<file path="src/rtl/des_key_schedule.sv">
// DES key schedule: PC-1 on start, then one rotate + PC-2 per cycle, filling
// sixteen 48-bit round-key slots in encrypt or reversed (decrypt) order.
//
// state  | meaning
// -------+---------------------------------------------------------------
// S_IDLE | waiting for start; slots hold whatever the last run left
// S_RUN  | one C/D rotation and one slot write per cycle, r = 0..15
// S_DONE | all 16 slots written; done pulses, start here restarts at once
module des_key_schedule (
    input  logic         clk,
    input  logic         rst,
    input  logic [63:0]  key_in,
    input  logic         decrypt,
    input  logic         start,
    output logic         busy,
    output logic         done,
    output logic         keys_valid,
    output logic [767:0] round_keys
);

    typedef enum logic [1:0] {S_IDLE, S_RUN, S_DONE} state_t;

    // DES bit numbering, bit 1 = MSB; parity bits 8,16,...,64 never selected
    localparam int PC1_TBL [56] = '{
        57, 49, 41, 33, 25, 17,  9,  1, 58, 50, 42, 34, 26, 18,
        10,  2, 59, 51, 43, 35, 27, 19, 11,  3, 60, 52, 44, 36,
        63, 55, 47, 39, 31, 23, 15,  7, 62, 54, 46, 38, 30, 22,
        14,  6, 61, 53, 45, 37, 29, 21, 13,  5, 28, 20, 12,  4
    };

    localparam int PC2_TBL [48] = '{
        14, 17, 11, 24,  1,  5,  3, 28, 15,  6, 21, 10,
        23, 19, 12,  4, 26,  8, 16,  7, 27, 20, 13,  2,
        41, 52, 31, 37, 47, 55, 30, 40, 51, 45, 33, 48,
        44, 49, 39, 56, 34, 53, 46, 42, 50, 36, 29, 32
    };

    function automatic logic [55:0] pc1(input logic [63:0] k);
        logic [55:0] o;
        logic [5:0]  src;
        logic [5:0]  dst;
        o = '0;
        for (int i = 0; i < 56; i++) begin
            src = 6'(64 - PC1_TBL[i]);
            dst = 6'(55 - i);
            o[dst] = k[src];
        end
        return o;
    endfunction

    function automatic logic [47:0] pc2(input logic [55:0] cd);
        logic [47:0] o;
        logic [5:0]  src;
        logic [5:0]  dst;
        o = '0;
        for (int i = 0; i < 48; i++) begin
            src = 6'(56 - PC2_TBL[i]);
            dst = 6'(47 - i);
            o[dst] = cd[src];
        end
        return o;
    endfunction

    state_t         state_q;
    logic [27:0]    c_q, d_q;
    logic [3:0]     r_q;
    logic           dec_q;
    logic           busy_q, done_q, valid_q;
    logic [767:0]   keys_q;

    logic [55:0]    cd_load_d;
    logic [27:0]    c_rot_d, d_rot_d;
    logic [47:0]    sub_key_d;
    logic [3:0]     slot_d;
    logic [9:0]     base_d;
    logic           one_shift;

    // Rotation amount, rotated halves, PC-2 round key and its target slot
    always_comb begin
        cd_load_d = pc1(key_in);
        one_shift = (r_q == 4'd0) || (r_q == 4'd1) || (r_q == 4'd8) || (r_q == 4'd15);
        if (one_shift) begin
            c_rot_d = {c_q[26:0], c_q[27]};
            d_rot_d = {d_q[26:0], d_q[27]};
        end else begin
            c_rot_d = {c_q[25:0], c_q[27:26]};
            d_rot_d = {d_q[25:0], d_q[27:26]};
        end
        sub_key_d = pc2({c_rot_d, d_rot_d});
        slot_d    = dec_q ? (4'd15 - r_q) : r_q;
        base_d    = 10'(slot_d) * 10'd48;
    end

    // Sequencer FSM with registered outputs and slot storage
    always_ff @(posedge clk) begin
        if (rst) begin
            state_q <= S_IDLE;
            c_q     <= '0;
            d_q     <= '0;
            r_q     <= '0;
            dec_q   <= 1'b0;
            busy_q  <= 1'b0;
            done_q  <= 1'b0;
            valid_q <= 1'b0;
            keys_q  <= '0;
        end else begin
            case (state_q)
                S_IDLE, S_DONE: begin
                    done_q <= 1'b0;
                    if (start) begin
                        c_q     <= cd_load_d[55:28];
                        d_q     <= cd_load_d[27:0];
                        dec_q   <= decrypt;
                        r_q     <= '0;
                        valid_q <= 1'b0;
                        busy_q  <= 1'b1;
                        state_q <= S_RUN;
                    end else begin
                        state_q <= S_IDLE;
                    end
                end
                S_RUN: begin
                    c_q                 <= c_rot_d;
                    d_q                 <= d_rot_d;
                    keys_q[base_d +: 48] <= sub_key_d;
                    r_q                 <= r_q + 4'd1;
                    if (r_q == 4'd15) begin
                        busy_q  <= 1'b0;
                        done_q  <= 1'b1;
                        valid_q <= 1'b1;
                        state_q <= S_DONE;
                    end
                end
                default: state_q <= S_IDLE;
            endcase
        end
    end

    assign busy       = busy_q;
    assign done       = done_q;
    assign keys_valid = valid_q;
    assign round_keys = keys_q;

endmodule
</file>
<file path="config.mk">
export PLATFORM = sky130hd
export DESIGN_NAME = des_key_schedule
export DESIGN_NICKNAME = d
export VERILOG_FILES = /design/src/rtl/des_key_schedule.sv
export SDC_FILE = /design/constraint.sdc
export NUM_CORES = 2
export LEC_CHECK = 0
export CAP_MARGIN = 40
export CORE_AREA = 4 4 326 328
export CTS_CLUSTER_SIZE = 10
export DETAILED_ROUTE_END_ITERATION = 8
export DIE_AREA = 0 0 330 332
export PLACE_DENSITY = 0.64
export SKIP_CTS_REPAIR_TIMING = 1
export SYNTH_ARGS = -nofsm -noshare
export SYNTH_HDL_FRONTEND = slang
export SYNTH_SLANG_ARGS = --single-unit
</file>
<file path="constraint.sdc">
create_clock -name clk -period 10.5 [get_ports clk]
set_clock_uncertainty 0.1 [all_clocks]
set_input_delay 2.1 -clock clk [delete_from_list [all_inputs] [get_ports clk]]
set_output_delay 2.1 -clock clk [all_outputs]
set_load 0.02 [all_outputs]
</file>
After elaboration in Yosys (flattened, before gate mapping):

Index checks and enable logic that the tools add are counted.

* input port bits: 68
* output and inout bits: 771
* logic and storage cells: 53
* flip-flop bits (word level): 834

* $mul: 1
* reduce and logical (&&, ||, !) cells: 11
* add/subtract/negate cells: 3
* shifts and indexed selects: 2
* eq/ne operators: 7
* mux-type cells: 20

Operators with widths (count)
* $bwmux 768: 1
* $shift 48x12->768 const A: 1
* $shiftx 48x12->768: 1
* $mux 28: 4
* $pmux 28 s2: 2
* $neg 10->12: 1
* $eq 4x4->1 const B: 2
* $mux 4: 2
* $pmux 4 s2: 1
* $mul 4x2->6 const B: 1
* $pmux 1 s2: 3
* $reduce_and 2->1: 3
* $mux 1: 5
* $add 4x1->4 const B: 1
* $eq 4x1->1 const B: 1
* $logic_not 4->1: 1
* $ne 2x2->1 const B: 2
* $pmux 2 s2: 1
* $sub 4x4->4 const A: 1
* $logic_or 1x1->1: 3
* $reduce_and 3->1: 1
* $eq 2x1->1 const B: 1
* $eq 2x2->1 const B: 1
* $logic_not 2->1: 1
* other kinds (3): 3

Depth between registers and ports, before layout:

* depth in word-level cells: 7
* depth in mapped cells: 17
* depth with buffers taken out: 12

Least setup slack after synthesis:

Ideal clock, no wire load.

* path kind: reg-to-reg
* from: reg r_q[1]
* to: reg keys_q[89] (netlist: round_keys[89])
* library setup time: 0.070 ns
* arrival: 3.657 ns
* stages on the path, launching flop included: 14
* required time: 10.330 ns
* setup slack: 6.672 ns
* path through: dfxtp_1 buf_2 xor2_1 nand2_1 inv_1 ha_1 o21ai_0 o2bb2ai_1 buf_2 buf_2 o221ai_1 o22ai_1 or3b_1 a21oi_1

* cells in the longest elaborated chain, start to end: 7
* elaborated cells between the ends (all ways): 16
* classes of those cells: 2 x add/sub; 1 x mul; 3 x eq/ne; 2 x shift; 4 x mux; 4 x reduce/logical

RTL lines
* start, declared: RTL line 66 `logic [3:0] r_q;`
* start signal, assigned: RTL line 126 `r_q <= r_q + 4'd1;`
* branches (longest 6 deep; another with $neg 10->12)
* $bwmux 768 *: RTL line 125 `keys_q[base_d +: 48] <= sub_key_d;`
* end signal, assigned by index: RTL line 125
* end, declared: RTL line 69 `logic [767:0] keys_q;`

Every way passes the cells marked *.
A chain may end at the register's enable or synchronous reset.

Final worst setup path:

* from: reg r_q[2]
* to: reg keys_q[652] (netlist: round_keys[652])

Same word-level chain as after synthesis.

==> flow_metrics.tcl <==
set metrics [dict create \
    drv_cap 0 \
    yosysUniqueCellTypes 79 \
    final_antenna_net_count 0 \
    synth_simple_gate_area_frac 0.216 \
    async_flop_share 0 \
    fin_area_um2 47200 \
    synth_area_leaders "dfxtp_1 (49%), nor2_1 (6.8%), nand2_1 (5.1%)" \
    hpwl_mm 119 \
    finalCriticalPeriod_ns 5.64 \
    nets 4787 \
    clock-root-buffer "clkbuf_16" \
    die-area_um2 110000 \
    fin_tns_setup_ns 0 \
    vias 34300 \
    port_buffers 830 \
    r2r_cells 13 \
    cts_buffer_depth 3 \
    overflow 0 \
    end_kind "register" \
    synth_ff_type "dfxtp_1" \
    initial_core_util 0.329 \
    synthMuxAreaShare 0.0524 \
    netlist_area_um2 33900 \
    ys_ff_latch 834 \
    endpoint "round_keys[652]$_SDFFE_PP0P_" \
    dr.pass1.iters 7 \
    whs_ns 0.351 \
    routed_wl_mm 163 \
    synth_cells 3955 \
    grt_pass1_vias 32100 \
    rsz0062_at_grt "no" \
    status "finished clean" \
    clkTransAtPathRegs_ns 0.06 \
    dr.first_iter.drc_count 3616 \
    core_area_um2 103000 \
    yosysTopAreaCellShare 0.492 \
    power_w 0.00757 \
    antenna_found_initial 9 \
    cts_num_sinks 834 \
    ir_drop_uv 142 \
    arrival_ns 6.13 \
    crit_fanout 50 \
    dp_cells 5990 \
    final_cells 6128 \
    synth_compound_area_frac 0.190 \
    r2r_start "r_q[2]$_SDFFE_PP0P_" \
    synth_common_cells "dfxtp_1 (834), nor2_1 (610), nand2_1 (460)" \
    grt_pass1_wl_mm 229 \
    critPathLaunchType "register" \
    grt_max_degree 217 \
    viasPerCell 5.60 \
    synth_top_cell_by_area "dfxtp_1" \
    tightest_slew_ns 1.20 \
    setup_viol 0 \
    timing.rr.end "round_keys[652]$_SDFFE_PP0P_" \
    drc 0 \
    relSlewSlack 0.200 \
    dieWidth_um 330 \
    synth_warnings 0 \
    hold_viol_final 0 \
    synthesis.nets 4031 \
    wire_per_inst_um 26.6 \
    leakagePower_nw 15.7 \
    path_class "reg2reg" \
    rrSetupSlack_ns 4.86 \
    powerDensity_nw_per_um2 160 \
    holdCritPathClass "reg2reg" \
    io_pins 839 \
    track_usage 0.281 \
    synth_most_common_cell "dfxtp_1" \
    clk-insertion-delay-late_ns 0.68 \
    drive_above_1_share 0.0939 \
    max_freq_mhz 177 \
    row_count 118 \
    cp.required_ns 10.99 \
    cts_tree "built" \
    final.fill_count 10100 \
    period_share 0.537 \
    synthXorXnorAreaFrac 0.00280 \
    startpoint "r_q[2]$_SDFFE_PP0P_" \
    die_h_um 332 \
    min_delay_path_depth 2 \
    synth_edf_count 0 \
    seq_area_frac_synth 0.492 \
    postSynthAreaPerCell_um2 8.57 \
    synth_top_family_by_area "simple AND/OR/NAND/NOR gates" \
    area_growth_syn_to_layout_pct 39.1 \
    cts_buffers 98 \
    gp_congestion 0.986 \
    synth_adder_area_share 0.00295 \
    placed_area_um2 44400 \
    htreeDepth 3 \
    maxSlewViolCount 0 \
]
## state kept, by name (all words and copies together), names as in the netlist
signal	flops
busy	1
keys_valid	1
dec_q	1
c_q	28
round_keys	768
d_q	28
r_q	4
done	1
state_q	2
## cells by family (layout without fill, tap and decap cells)
family / count (synthesis) / count (layout)
AOI/OAI and AO/OA: 958 / 958
xor gates and xnor gates: 10 / 10
adders and majority gates: 8 / 8
buffers and inverters: 358 / 1142
DFF: 834 / 834
muxes: 173 / 173
other: 0 / 9
and+or+nand+nor: 1614 / 1614
## how the worst min path moves through the flow
stage | to | start
global route | round_keys[509]$_SDFFE_PP0P_ | round_keys[509]$_SDFFE_PP0P_
global placement | round_keys[443]$_SDFFE_PP0P_ | round_keys[443]$_SDFFE_PP0P_
floorplan | done$_SDFFE_PP0P_ | state_q[0]$_SDFFE_PP0N_
finish | round_keys[85]$_SDFFE_PP0P_ | round_keys[85]$_SDFFE_PP0P_
detailed placement | round_keys[8]$_SDFFE_PP0P_ | round_keys[8]$_SDFFE_PP0P_
CTS | round_keys[8]$_SDFFE_PP0P_ | round_keys[8]$_SDFFE_PP0P_
## metal layers
metal | GRT usage | share of wire
met5 | 0 | 0
met1 | 0.338 | 0.38
met3 | 0.0959 | 0.11
met2 | 0.451 | 0.46
met4 | 0.133 | 0.055
## report_power, final
group          internal, W  switching [W]  total [W]
Sequential         0.00322      0.0000438    0.00327
Combinational     0.000339       0.000848    0.00119
Clock              0.00179        0.00133    0.00312
## layout make-up
| type | count | area (um^2) | share of cell area |
|---|---|---|---|
| repair buffers | 1008 | 9890 | 0.210 |
| inverters | 6 | 22.5 | 0.000477 |
| flip-flops and latches | 834 | 16700 | 0.354 |
| clock buffers | 113 | 2580 | 0.0547 |
| multi-input cells | 2763 | 16100 | 0.340 |
| well taps | 1380 | 1730 | 0.0366 |
| diodes | 9 | 22.5 | 0.000477 |
| clock inverters | 15 | 200 | 0.00424 |
## critical path, stage by stage (launching register included)
cell     delay [ns]
dfxtp_1        0.59
inv_2          0.25
ha_1           0.19
a21oi_1        0.10
o21ai_4        0.76
buf_4          0.79
mux2i_1        0.32
buf_4          0.28
mux2i_1        0.85
a22oi_1        0.26
buf_4          0.27
nor2_1         0.45
nand2_1        0.10
a21oi_1        0.16
## metrics by stage
| stage | worst slack, ns | utilization |
|---|---|---|
| 2_1_floorplan | 6.67 | - |
| 3_3_place_gp | 4.35 | 0.424 |
| 3_5_place_dp | 5.07 | 0.430 |
| 4_1_cts | 5.08 | 0.457 |
| 5_1_grt | 4.81 | 0.457 |
| 6_report | 4.86 | 0.457 |
## placed cells by master (no fill, tap or decap), types with 32 or more instances in the layout
cell type	count
mux2i_1	155
o221a_2	32
a221oi_1	34
dfxtp_1	834
a21oi_1	312
clkbuf_16	99
nand2_1	459
nand2b_1	51
buf_4	153
nand3_1	131
nand3b_1	88
nor2_1	604
a22oi_1	74
a211oi_1	170
clkdlybuf4s50_1	829
o22ai_1	82
nor3_1	146
o21ai_0	84
No activity file was read; power rests on OpenSTA's default activity.
